--- src/rtl/buzz_pkg.sv ---
// Shared types and constants for the buzzer scheduler: requester IDs,
// sequencer states and tone-select encoding.
package buzz_pkg;

  typedef enum logic [1:0] {
    SRC_NONE  = 2'd0,
    SRC_KEY   = 2'd1,
    SRC_CHIME = 2'd2,
    SRC_ALARM = 2'd3
  } src_e;

  typedef enum logic [1:0] {
    ST_IDLE = 2'd0,
    ST_ON   = 2'd1,
    ST_OFF  = 2'd2
  } state_e;

  localparam logic TONE_LO = 1'b0;
  localparam logic TONE_HI = 1'b1;

endpackage

--- src/rtl/buzzer_sched_tone_gen.sv ---
// Square-wave tone generator: half-period counter plus toggle flop.
// A synchronous clear forces tone=1 so every ON interval starts high.
module tone_gen
  import buzz_pkg::*;
#(
  parameter int HALF_LO = 25000,
  parameter int HALF_HI = 12500
) (
  input  logic clk,
  input  logic rst,
  input  logic clr,
  input  logic en,
  input  logic sel_hi,
  output logic tone
);

  localparam int HMAX = (HALF_LO > HALF_HI) ? HALF_LO : HALF_HI;
  localparam int CW   = (HMAX > 1) ? $clog2(HMAX + 1) : 1;

  logic [CW-1:0] cnt_q;
  logic          tone_q;
  logic [CW-1:0] half_m1_s;

  assign half_m1_s = (sel_hi == TONE_HI) ? CW'(HALF_HI - 1) : CW'(HALF_LO - 1);

  always_ff @(posedge clk) begin
    if (rst) begin
      cnt_q  <= '0;
      tone_q <= 1'b0;
    end else if (clr) begin
      cnt_q  <= '0;
      tone_q <= 1'b1;
    end else if (en) begin
      if (cnt_q == half_m1_s) begin
        cnt_q  <= '0;
        tone_q <= ~tone_q;
      end else begin
        cnt_q  <= cnt_q + CW'(1);
      end
    end else begin
      cnt_q  <= '0;
      tone_q <= 1'b0;
    end
  end

  assign tone = tone_q;

endmodule

--- src/rtl/buzzer_sched.sv ---
// Fixed-priority buzzer scheduler (alarm > chime > key) with ms-exact beep
// sequencing. Optional BUZZ_MUTE_EN adds a mute input gating the pin.
module buzzer_sched
  import buzz_pkg::*;
#(
  parameter int MS_CYC    = 50000,
  parameter int HALF_LO   = 25000,
  parameter int HALF_HI   = 12500,
  parameter int BEEP_MS   = 200,
  parameter int GAP_MS    = 800,
  parameter int LONG_MS   = 1000,
  parameter int CHIME_N   = 2,
  parameter int KEY_MS    = 30,
  parameter int ALARM_MAX = 60
) (
  input  logic       clk,
  input  logic       rst,
  input  logic       alarm_req,
  input  logic       alarm_stop,
  input  logic       chime_req,
  input  logic       key_req,
`ifdef BUZZ_MUTE_EN
  input  logic       mute,
`endif
  output logic       buzzer,
  output logic       busy,
  output logic [1:0] active_src,
  output logic       done,
  output logic       key_drop
);

  localparam int CW = (MS_CYC > 1) ? $clog2(MS_CYC) : 1;

  state_e        state_q, state_d;
  src_e          src_q, src_d;
  logic [CW-1:0] cyc_q, cyc_d;
  logic [15:0]   ms_q, ms_d;
  logic [15:0]   dur_q, dur_d;
  logic [7:0]    beep_idx_q, beep_idx_d;
  logic          tone_sel_q, tone_sel_d;
  logic          busy_q, busy_d;
  logic          done_q, done_d;
  logic          key_drop_q, key_drop_d;
  logic          pending_q, pending_d;
  logic          silenced_q, silenced_d;

  logic last_s, alarm_go_s, alarm_kill_s, alarm_end_s;
  logic chime_want_s, chime_start_s, key_start_s, pat_end_s, iv_start_s;
  logic tone_s;

  assign last_s       = (cyc_q == CW'(MS_CYC - 1)) && (ms_q == (dur_q - 16'd1));
  assign alarm_go_s   = alarm_req && !silenced_q && (src_q != SRC_ALARM);
  assign alarm_kill_s = (src_q == SRC_ALARM) && (alarm_stop || !alarm_req);
  // A chime_req during a running chime is merged into it.
  assign chime_want_s = pending_q || (chime_req && (src_q != SRC_CHIME));

  always_comb begin
    state_d       = state_q;
    src_d         = src_q;
    dur_d         = dur_q;
    beep_idx_d    = beep_idx_q;
    tone_sel_d    = tone_sel_q;
    busy_d        = busy_q;
    done_d        = 1'b0;
    iv_start_s    = 1'b0;
    alarm_end_s   = 1'b0;
    chime_start_s = 1'b0;
    key_start_s   = 1'b0;
    pat_end_s     = 1'b0;

    if (alarm_go_s) begin
      done_d     = busy_q;
      state_d    = ST_ON;
      src_d      = SRC_ALARM;
      beep_idx_d = 8'd0;
      tone_sel_d = TONE_HI;
      dur_d      = 16'(BEEP_MS);
      busy_d     = 1'b1;
      iv_start_s = 1'b1;
    end else if (alarm_kill_s) begin
      alarm_end_s = 1'b1;
      pat_end_s   = 1'b1;
    end else if ((state_q != ST_IDLE) && last_s) begin
      case (src_q)
        SRC_ALARM: begin
          if (state_q == ST_ON) begin
            if (beep_idx_q == 8'(ALARM_MAX - 1)) begin
              alarm_end_s = 1'b1;
              pat_end_s   = 1'b1;
            end else begin
              state_d    = ST_OFF;
              dur_d      = 16'(GAP_MS);
              iv_start_s = 1'b1;
            end
          end else begin
            state_d    = ST_ON;
            beep_idx_d = beep_idx_q + 8'd1;
            dur_d      = 16'(BEEP_MS);
            iv_start_s = 1'b1;
          end
        end
        SRC_CHIME: begin
          if (state_q == ST_ON) begin
            if (beep_idx_q == 8'(CHIME_N)) begin
              pat_end_s = 1'b1;
            end else begin
              state_d    = ST_OFF;
              dur_d      = 16'(GAP_MS);
              iv_start_s = 1'b1;
            end
          end else begin
            state_d    = ST_ON;
            beep_idx_d = beep_idx_q + 8'd1;
            iv_start_s = 1'b1;
            if ((beep_idx_q + 8'd1) == 8'(CHIME_N)) begin
              tone_sel_d = TONE_HI;
              dur_d      = 16'(LONG_MS);
            end else begin
              tone_sel_d = TONE_LO;
              dur_d      = 16'(BEEP_MS);
            end
          end
        end
        SRC_KEY: pat_end_s = 1'b1;
        default: pat_end_s = 1'b1;
      endcase
    end else if (state_q == ST_IDLE) begin
      // src_q==SRC_CHIME in IDLE marks the one-cycle handoff after a pattern.
      if ((src_q == SRC_CHIME) || chime_want_s) begin
        state_d       = ST_ON;
        src_d         = SRC_CHIME;
        beep_idx_d    = 8'd0;
        tone_sel_d    = (CHIME_N == 0) ? TONE_HI : TONE_LO;
        dur_d         = (CHIME_N == 0) ? 16'(LONG_MS) : 16'(BEEP_MS);
        busy_d        = 1'b1;
        iv_start_s    = 1'b1;
        chime_start_s = 1'b1;
      end else if (key_req) begin
        state_d     = ST_ON;
        src_d       = SRC_KEY;
        beep_idx_d  = 8'd0;
        tone_sel_d  = TONE_HI;
        dur_d       = 16'(KEY_MS);
        busy_d      = 1'b1;
        iv_start_s  = 1'b1;
        key_start_s = 1'b1;
      end else begin
        src_d  = SRC_NONE;
        busy_d = 1'b0;
      end
    end else begin
      state_d = state_q;
    end

    if (pat_end_s) begin
      done_d  = 1'b1;
      state_d = ST_IDLE;
      if (chime_want_s) begin
        src_d  = SRC_CHIME;
        busy_d = 1'b1;
      end else begin
        src_d  = SRC_NONE;
        busy_d = 1'b0;
      end
    end else begin
      busy_d = busy_d;
    end
  end

  always_comb begin
    key_drop_d = key_req && !key_start_s;
    if (chime_start_s || (pat_end_s && chime_want_s)) begin
      pending_d = 1'b0;
    end else begin
      pending_d = chime_want_s;
    end
    if (!alarm_req) begin
      silenced_d = 1'b0;
    end else if (alarm_end_s) begin
      silenced_d = 1'b1;
    end else begin
      silenced_d = silenced_q;
    end
    if (iv_start_s || (state_d == ST_IDLE)) begin
      cyc_d = '0;
      ms_d  = 16'd0;
    end else if (cyc_q == CW'(MS_CYC - 1)) begin
      cyc_d = '0;
      ms_d  = ms_q + 16'd1;
    end else begin
      cyc_d = cyc_q + CW'(1);
      ms_d  = ms_q;
    end
  end

  always_ff @(posedge clk) begin
    if (rst) begin
      state_q    <= ST_IDLE;
      src_q      <= SRC_NONE;
      cyc_q      <= '0;
      ms_q       <= 16'd0;
      dur_q      <= 16'd0;
      beep_idx_q <= 8'd0;
      tone_sel_q <= TONE_LO;
      busy_q     <= 1'b0;
      done_q     <= 1'b0;
      key_drop_q <= 1'b0;
      pending_q  <= 1'b0;
      silenced_q <= 1'b0;
    end else begin
      state_q    <= state_d;
      src_q      <= src_d;
      cyc_q      <= cyc_d;
      ms_q       <= ms_d;
      dur_q      <= dur_d;
      beep_idx_q <= beep_idx_d;
      tone_sel_q <= tone_sel_d;
      busy_q     <= busy_d;
      done_q     <= done_d;
      key_drop_q <= key_drop_d;
      pending_q  <= pending_d;
      silenced_q <= silenced_d;
    end
  end

  tone_gen #(
    .HALF_LO (HALF_LO),
    .HALF_HI (HALF_HI)
  ) u_tone (
    .clk    (clk),
    .rst    (rst),
    .clr    (iv_start_s && (state_d == ST_ON)),
    .en     (state_d == ST_ON),
    .sel_hi (tone_sel_q),
    .tone   (tone_s)
  );

`ifdef BUZZ_MUTE_EN
  assign buzzer = tone_s & ~mute;
`else
  assign buzzer = tone_s;
`endif
  assign busy       = busy_q;
  assign active_src = src_q;
  assign done       = done_q;
  assign key_drop   = key_drop_q;

endmodule

--- config.mk ---
export PLATFORM = sky130hd
export DESIGN_NAME = buzzer_sched
export DESIGN_NICKNAME = d
export VERILOG_FILES = /design/src/rtl/buzz_pkg.sv /design/src/rtl/buzzer_sched_tone_gen.sv /design/src/rtl/buzzer_sched.sv
export SDC_FILE = /design/constraint.sdc
export NUM_CORES = 1
export LEC_CHECK = 0
export CORE_AREA = 2 2 89 74
export DETAILED_ROUTE_END_ITERATION = 7
export DIE_AREA = 0 0 91 76
export PLACE_DENSITY_LB_ADDON = 0.08
export SLEW_MARGIN = 20
export SYNTH_ARGS = -nofsm -noshare
export SYNTH_HDL_FRONTEND = slang
export SYNTH_SLANG_ARGS = --single-unit
export TNS_END_PERCENT = 1
--- constraint.sdc ---
create_clock -name clk -period 5.27 [get_ports clk]
set_clock_uncertainty 0.2 [all_clocks]
set_input_delay 1.054 -clock clk [delete_from_list [all_inputs] [get_ports clk]]
set_output_delay 1.054 -clock clk [all_outputs]
set_load 0.03 [all_outputs]
-- Yosys cells after proc, flatten, opt, wreduce, memory -nomap -nowiden
Cells that the tools add are included.
- bitwise logic cells: 4
- mux-type cells: 92
- reduce and logical (&&, ||, !) cells: 37
- $add $sub $neg: 5
- eq/ne operators: 26
- operator list (operator ; count):
    16-bit 2-to-1 mux ; 8
    8-bit 2-to-1 mux ; 8
    1-bit 2-to-1 mux ; 52
    2-bit 2-to-1 mux ; 18
    16-bit by 1-bit adder with 16-bit output (second input constant) ; 2
    16-bit case mux with 2 select lines ; 1
    16-bit equality test ; 1
    16-bit equality test (second input constant) ; 1
    8-bit by 2-bit equality test with 1-bit output (second input constant) ; 2
    16-bit by 1-bit subtractor with 16-bit output (second input constant) ; 1
    15-bit by 1-bit adder with 15-bit output (second input constant) ; 1
    15-bit equality test ; 1
    15-bit 2-to-1 mux ; 1
    3-bit by 2-bit inequality test with 1-bit output (second input constant) ; 4
    6-bit AND reduction ; 2
    10-bit 2-to-1 mux ; 1
    2-bit inequality test (second input constant) ; 5
    5-bit inequality test (second input constant) ; 2
    5-bit AND reduction ; 2
    2-bit OR reduction ; 5
    1-bit logical AND ; 9
    3-bit nonzero test ; 3
    8-bit by 1-bit adder with 8-bit output (second input constant) ; 1
    8-bit by 6-bit equality test with 1-bit output (second input constant) ; 1
    other kinds (16) ; 32
- output and inout port bits: 6
- input bits: 6
- flip-flop bits (word level): 82

-- Depth between registers and ports, before layout
Gate-level depths: netlist of the first run.
- depth after elaboration: 13
- gate-level depth with buffers: 12

-- By module
A second synthesis of the first run with hierarchy kept.
- cells, all modules: 470
- area total of the unflattened synthesis: 3970.1 sq um
- by module, submodules not included (module ; times used ; area each (sq um) ; cells each ; sequential area each (sq um)):
    buzzer_sched ; 1 ; 3159.3 ; 382 ; 1081.0
    tone_gen ; 1 ; 810.8 ; 88 ; 320.3

-- Worst setup path after synthesis of the first run
No wires, ideal clock.
- path kind: input port to flip-flop
- from: input chime_req
- to: register cyc_q[14]
- setup time: 132 ps
- arrival time: 2888 ps
- stages: 7
- path slack: 2050 ps
- required time: 4938 ps
- buffers on the path: 1
- path through: or3_1 o21ai_0 o211ai_1 mux2_2 o2111ai_1 clkbuf_1 nor3_1
- cells in the longest elaborated chain, start to end: 12
- elaborated cells on any way between the ends: 17
- RTL lines (what ; RTL line ; RTL):
    start, declared ; buzzer_sched.sv:20 ; input logic chime_req,
    1-bit logical AND (*) ; buzzer_sched.sv:55 ; assign chime_want_s = pending_q || (chime_req && (src_q != SRC_CHIME));
    1-bit logical OR (*) ; buzzer_sched.sv:55 ;
    1-bit logical OR (*) ; buzzer_sched.sv:129 ; if ((src_q == SRC_CHIME) || chime_want_s) begin
    2-bit 2-to-1 mux ; buzzer_sched.sv:129 ;
    2-bit 2-to-1 mux ; buzzer_sched.sv:127 ; end else if (state_q == ST_IDLE) begin
    2-bit 2-to-1 mux ; buzzer_sched.sv:83 ; end else if ((state_q != ST_IDLE) && last_s) begin
    2-bit 2-to-1 mux ; buzzer_sched.sv:80 ; end else if (alarm_kill_s) begin
    2-bit 2-to-1 mux ; buzzer_sched.sv:71 ; if (alarm_go_s) begin
    2-bit 2-to-1 mux ; buzzer_sched.sv:155 ; if (pat_end_s) begin
    2-bit logical NOT ; buzzer_sched.sv:184 ; if (iv_start_s || (state_d == ST_IDLE)) begin
    1-bit logical OR (*) ; buzzer_sched.sv:184 ;
    3-bit OR reduction (no source line) (*) ; -- ;
    end signal, assigned ; buzzer_sched.sv:213 ; cyc_q <= cyc_d;
    end, declared ; buzzer_sched.sv:36 ; logic [CW-1:0] cyc_q, cyc_d;
Every way passes the cells marked *; elsewhere a longest branch is shown, timed or not.
A chain may end at the register's enable or synchronous reset.

-- Worst setup path after layout of the first run
- from: register dur_q[4]
- to: register beep_idx_q[4]
- cells in the longest elaborated chain, start to end: 6
- elaborated cells on any way between the ends: 10
- RTL lines (what ; RTL line ; RTL):
    start, declared ; buzzer_sched.sv:38 ; logic [15:0] dur_q, dur_d;
    start signal, assigned ; buzzer_sched.sv:215 ; dur_q <= dur_d;
    16-bit by 1-bit subtractor with 16-bit output (*) ; buzzer_sched.sv:51 ; assign last_s = (cyc_q == CW'(MS_CYC - 1)) && (ms_q == (dur_q - 16'd1));
    16-bit equality test (*) ; buzzer_sched.sv:51 ;
    1-bit logical AND (*) ; buzzer_sched.sv:51 ;
    1-bit logical AND (*) ; buzzer_sched.sv:83 ;
    2-bit inequality test (no source line) (tied with other cells) ; -- ;
    5-bit AND reduction (no source line) ; -- ;
    end signal, assigned ; buzzer_sched.sv:216 ; beep_idx_q <= beep_idx_d;
    end, declared ; buzzer_sched.sv:39 ; logic [7:0] beep_idx_q, beep_idx_d;
Marked as above.

==> results.cfg, run 1 <==
[drt]
route.vias.total = 3280
detail_route.wl_per_cell_um = 14.3
detail-route-antenna-nets = 0
initialDrtViolationCount = 159
post-route-drc-count = 0
finalWirelength_um = 7930
routed_via_density = 5.91
drt_pass1_iterations = 5

[floorplan]
coreArea_mm2 = 0.00612
die_y_um = 76
die-area_mm2 = 0.00692
floorplan.die.width_um = 91
floorplan.io_pins = 12
starting_density_of_the_core = 0.615
row_count = 26

[power]
power_frac_seq = 0.481
clkPwrFrac = 0.405
leakage_power_of_the_design_uw = 0.00138
fin_total_pwr_uw = 1150
switching_power_uw = 296
comb_power_share = 0.114
cellPowerDensity_mw_per_mm2 = 279
vdd_drop_max_mv = 0.239
internal_power_uw = 858
power.share.switching = 0.257

[timing]
timing.final.hold_violations = 0
worst_hold_slack_ns = 0.265
period_share = 0.705
timing.fmax_ghz = 0.269
timing_max_transition_violations_final = 0
rsz0062_at_grt = false
setup_tns_ns = 0
fin_crit_ns = 3.72
worst-slew-pin-transition_ns = 0.727
setup-violations-final = 0
max_slew_margin = 0.513

[worst_hold_path]
hold_class = flip-flop to flip-flop

[critical_path]
cp-start-kind = flip-flop
cpLargestDelayFamily = simple AND/OR/NAND/NOR gates
critPathKind = flip-flop to flip-flop
cp_max_fo = 10
timing.critical_path.cells = inv_1, ha_1, or2_1, a221oi_1, nand4_1, nor4_1, o211ai_1, clkbuf_2, or4b_1, a21oi_1
worstPathArrival_ns = 3.79
crit_path_top_delay_cell = sky130_fd_sc_hd__dfxtp_1
slowest_delay_ns = 0.53
worstSetupEndpointType = flip-flop
worst-path-buf-inv = 2
worst_ep_required_time_ns = 5.34

[clocking]
clockRootBuffer = sky130_fd_sc_hd__clkbuf_8
hold_buffers = 0
postCtsSetupRepairBufs = 0
clock-sinks = 70
clock_tree_from_tritoncts = built
post_cts_resize_count = 0
ctsHtreeMaxLevel = 3
cts_max_path_buffers = 2
clkTransAtPathRegs_ns = 0.07
tritoncts.num_buffers = 9
worstSkewPairLatency_ns = 0.34

[grt]
grt_antenna_before_repair = 0
overflow = 0
number_of_global_route_vias_before_repair = 3012
grt_start_max_net_pins = 33
track_usage = 0.239
grt_first_pass_wirelength_um = 13700

[placed_design]
buffer_ports.inserted = 11
place.gp.congestion = 0.920
dp.final_hpwl_um = 5520
dpl_cell_area_mm2 = 0.00393

[yosys]
synthDistinctLibCells = 56
synthesized_netlist_net_count = 470
synth.ff_latch_count = 70
number_of_flops_mapped_to_enable_cells_by_yosys = 0
synth_seq_area_share = 0.373
yosysWarningCount = 0
synthesis.area_mm2 = 0.00376
synth_area_per_cell_um2 = 8.25
ys.flop_type = sky130_fd_sc_hd__dfxtp_1
cell_count_after_synthesis = 456
synth_async_sr_flop_share = 0

[flow_run]
maxCapViolations = 0

[final_layout]
nets = 480
seq_area_mm2 = 0.00140
multiInputGateArea_mm2 = 0.00223
final_core_util = 0.678
area_grow_syn2layout_pct = 10.2
antenna_cells = 0
filler_cell_count = 548
drive_gt1_frac = 0.0616
finalInstanceArea_mm2 = 0.00414

[run_status]
status = finished, final reports clean
[cells in the mapped netlist (5+ instances only)]
cell type | instances | area share
sky130_fd_sc_hd__nor2_1 | 63 | 0.063
sky130_fd_sc_hd__xor2_1 | 28 | 0.065
sky130_fd_sc_hd__inv_1 | 17 | 0.017
sky130_fd_sc_hd__clkbuf_1 | 9 | 0.0090
sky130_fd_sc_hd__a21oi_1 | 19 | 0.025
sky130_fd_sc_hd__nor3_1 | 21 | 0.028
sky130_fd_sc_hd__or3_1 | 6 | 0.010
sky130_fd_sc_hd__nor2b_1 | 6 | 0.010
sky130_fd_sc_hd__nand3_1 | 22 | 0.029
sky130_fd_sc_hd__and4_1 | 9 | 0.021
sky130_fd_sc_hd__dfxtp_1 | 70 | 0.37
sky130_fd_sc_hd__o211ai_1 | 6 | 0.012
sky130_fd_sc_hd__nor4_1 | 5 | 0.0083
sky130_fd_sc_hd__o21ai_0 | 13 | 0.017
sky130_fd_sc_hd__xnor2_1 | 24 | 0.056
sky130_fd_sc_hd__nand4_1 | 12 | 0.020
sky130_fd_sc_hd__nand2_1 | 40 | 0.040
sky130_fd_sc_hd__ha_1 | 8 | 0.027
sky130_fd_sc_hd__and3_1 | 13 | 0.022
[final timing paths]
path                        start              end  slack, ns  cells past startpoint
setup reg to reg         dur_q[4]    beep_idx_q[4]       1.55                     10
setup / recovery         dur_q[4]    beep_idx_q[4]       1.55                     10
hold / removal    u_tone.cnt_q[0]  u_tone.cnt_q[0]       0.27                      1
hold reg to reg   u_tone.cnt_q[0]  u_tone.cnt_q[0]       0.27                      1
[state kept, by name, indices dropped and copies added (netlist names), 2 cells and up]
register	cells
active_src	2
beep_idx_q	8
cyc_q	16
dur_q	4
ms_q	16
state_q	2
u_tone.cnt_q	15
[stage by stage]
step,std cells,setup WS [ns]
after floorplan,456,2.05
after global routing,555,1.32
after CTS,554,1.61
final,555,1.55
after detailed placement,538,1.49
after global placement,538,1.55
[power groups by stage]
| stage | clock (µW) | sequential (µW) | combinational, µW |
|---|---|---|---|
| after floorplan | 0 | 568 | 90.6 |
| after CTS | 476 | 554 | 130 |
| after global routing | 496 | 556 | 145 |
| final | 467 | 555 | 132 |
| after global placement | 0 | 567 | 127 |
| after detailed placement | 0 | 567 | 128 |
[layout by cell type (no fill, tap or decap), types with 6 or more instances in the layout]
| cell type | count |
|---|---|
| sky130_fd_sc_hd__o21ai_0 | 13 |
| sky130_fd_sc_hd__and3_1 | 13 |
| sky130_fd_sc_hd__clkdlybuf4s50_1 | 11 |
| sky130_fd_sc_hd__dfxtp_1 | 70 |
| sky130_fd_sc_hd__nand4_1 | 12 |
| sky130_fd_sc_hd__nor2b_1 | 6 |
| sky130_fd_sc_hd__nor3_1 | 21 |
| sky130_fd_sc_hd__nand3_1 | 22 |
| sky130_fd_sc_hd__or3_1 | 6 |
| sky130_fd_sc_hd__a21oi_1 | 19 |
| sky130_fd_sc_hd__xnor2_1 | 24 |
| sky130_fd_sc_hd__xor2_1 | 28 |
| sky130_fd_sc_hd__and4_1 | 9 |
| sky130_fd_sc_hd__clkbuf_8 | 9 |
| sky130_fd_sc_hd__nand2_1 | 40 |
| sky130_fd_sc_hd__nor2_1 | 63 |
| sky130_fd_sc_hd__o211ai_1 | 6 |
| sky130_fd_sc_hd__ha_1 | 8 |
| sky130_fd_sc_hd__inv_1 | 17 |
[cell type report]
class,count,area share
well taps,84,0.0254
repair buffers,14,0.0314
flip-flops and latches,70,0.338
clock inverters,6,0.0208
clock buffers,10,0.0308
inverters,17,0.0154
multi-input cells,354,0.538
[metal layers]
layer / wire [µm] / GRT usage
met1: 3940 / 0.336
met2: 3500 / 0.370
met5: 0 / 0
met3: 401 / 0.0504
met4: 93 / 0.0773
[worst register-to-register path: cells and delay by family (launching register included)]
kind | cells | cell delay, ns
fa+ha+maj | 1 | 0.32
flops | 1 | 0.53
simple gates | 4 | 1.36
compound gates | 3 | 0.83
buf+inv | 2 | 0.40
[kinds of logic (layout without fill, tap and decap cells)]
family,after synthesis,after routing,share of synthesized area
simple gates,228,228,0.323
compound gates,62,62,0.109
flops,70,70,0.373
fa+ha+maj,8,8,0.0266
buf+inv,32,47,0.0359
mux,4,4,0.0113
xor+xnor,52,52,0.121
(Power assumes the default switching activity.)
==> run 2, diff against run 1 <==
Settings changed: CORE_AREA 2 2 89 74 to 2 2 96 79, DIE_AREA 0 0 91 76 to 0 0 98 81.
Clock period 5.27 ns to 3.1 ns, I/O delays scaled along.
==> results.cfg, run 2 (synthesis gave the netlist of run 1 again) <==
[run_status]
status = finished, final reports clean

[final_layout]
antenna_cells = 0
area_grow_syn2layout_pct = 17.2
finalInstanceArea_mm2 = 0.00441
nets = 500
filler_cell_count = 651
drive_gt1_frac = 0.112
largest_registers = cyc_q (16), ms_q (16), u_tone.cnt_q (15)
mostFrequentLayoutCells = 70 x sky130_fd_sc_hd__dfxtp_1, 63 x sky130_fd_sc_hd__nor2_1, 40 x sky130_fd_sc_hd__nand2_1
final_common_cell = sky130_fd_sc_hd__dfxtp_1

[critical_path]
worst-path-buf-inv = 1
cp.depth = 9
worst_ep_required_time_ns = 3.18
timing.critical_path.cells = inv_1, ha_4, nor4b_4, and3_4, o221ai_2, or4_4, or4b_4, a31o_1, a21oi_2
critical_path.reg2reg.endpoint = tone_sel_q
critPathKind = flip-flop to flip-flop
timing.rr.start = dur_q[4]
worstSetupEndpointType = flip-flop
cp_max_fo = 9
crit_path_top_delay_cell = sky130_fd_sc_hd__or4_4
reg2reg_slack_ns = 0.09
cpLargestDelayFamily = simple AND/OR/NAND/NOR gates
worstRegToRegCells = 9
cp-start-kind = flip-flop
slowest_delay_ns = 0.56
worstPathArrival_ns = 3.09

[clocking]
cts_max_path_buffers = 2
clockRootBuffer = sky130_fd_sc_hd__clkbuf_8
clock_tree_from_tritoncts = built
clkTransAtPathRegs_ns = 0.08
hold_buffers = 0
worstSkewPairLatency_ns = 0.35
clock-sinks = 70
postCtsSetupRepairBufs = 0
ctsHtreeMaxLevel = 3
tritoncts.num_buffers = 9

[placed_design]
place.gp.congestion = 0.902
dpl_cell_area_mm2 = 0.00410
place_ws_ns = -0.0395
dp.final_hpwl_um = 5890
buffer_ports.inserted = 11

[drt]
post-route-drc-count = 0
route.vias.total = 3319
initialDrtViolationCount = 156
routed_via_density = 5.71
drt_pass1_iterations = 5
detail_route.wl_per_cell_um = 14.7
detail-route-antenna-nets = 0
finalWirelength_um = 8530

[power]
comb_power_share = 0.136
power_frac_seq = 0.461
leakage_power_of_the_design_uw = 0.00152
power.share.switching = 0.265
vdd_drop_max_mv = 0.270
cellPowerDensity_mw_per_mm2 = 462
switching_power_uw = 540
clkPwrFrac = 0.403
internal_power_uw = 1500

[worst_hold_path]
worst_hold_launch = cyc_q[0]
hold_class = flip-flop to flip-flop
whs_endpoint = cyc_q[0]
min_path_cells = 1

[floorplan]
starting_density_of_the_core = 0.529
die-area_mm2 = 0.00794
row_count = 28
die_y_um = 81
floorplan.die.width_um = 98
coreArea_mm2 = 0.00711
floorplan.io_pins = 12

[flow_run]
maxCapViolations = 0

[grt]
number_of_global_route_vias_before_repair = 3002
grt_first_pass_wirelength_um = 14000
overflow = 0
track_usage = 0.217
grt_start_max_net_pins = 33
grt_antenna_before_repair = 0

[timing]
finalWorstSetupSlack_ns = 0.0948
fin_crit_ns = 3.01
max_slew_margin = 0.698
timing_max_transition_violations_final = 0
setup-violations-final = 0
worst_hold_slack_ns = 0.255
timing.fmax_ghz = 0.333
period_share = 0.969
worst-slew-pin-transition_ns = 0.449
timing.final.hold_violations = 0
==> run 2: timing repair <==
item | 4_1_cts | 5_1_grt
endpoints found under the setup margin | 45 | 47
gates resized for setup | 1 | 9
gates cloned | 0 | 2
pin swaps | 1 | 2
==> run 2: worst max-delay path by stage <==
stage / endpoint / slack (ns) / startpoint
5_1_grt: tone_sel_q / -0.03 / dur_q[3]
3_5_place_dp: cyc_q[14] / -0.04 / dur_q[4]
4_1_cts: tone_sel_q / 0.002 / dur_q[4]
6_report: tone_sel_q / 0.09 / dur_q[4]
3_3_place_gp: tone_sel_q / -0.01 / dur_q[4]
2_1_floorplan: cyc_q[14] / 0.04 / dur_q[4]
==> run 2: power groups by stage <==
stage | clock network (µW) | registers (µW) | logic [µW]
2_1_floorplan | 0 | 966 | 154
3_3_place_gp | 0 | 959 | 250
3_5_place_dp | 0 | 959 | 252
4_1_cts | 839 | 938 | 255
5_1_grt | 873 | 942 | 303
6_report | 821 | 938 | 276
==> run 2: cell type report <==
cell class	count	area, µm²	area share
multi-input cells	354	2270	0.516
repair buffers	34	333	0.0755
well taps	90	113	0.0256
inverters	17	63.8	0.0145
clock buffers	9	124	0.0281
clock inverters	7	96.3	0.0219
flip-flops and latches	70	1400	0.318
==> run 2: metrics by stage <==
| stage | utilization | power [µW] | setup TNS, ns | cells |
|---|---|---|---|---|
| floorplan | - | 1120 | 0 | 456 |
| global placement | 0.577 | 1210 | -0.0113 | 563 |
| detailed placement | 0.577 | 1210 | -1.09 | 563 |
| CTS | 0.608 | 2030 | 0 | 579 |
| global route | 0.619 | 2120 | -0.266 | 581 |
| finish | 0.619 | 2040 | 0 | 581 |
==> run 2: per-layer routing <==
| metal | track usage | up-vias | share of wire |
|---|---|---|---|
| li1 | - | 1672 | - |
| met1 | 0.283 | 1554 | 0.48 |
| met2 | 0.354 | 75 | 0.45 |
| met3 | 0.0525 | 18 | 0.053 |
| met4 | 0.0778 | 0 | 0.017 |
| met5 | 0 | - | 0 |
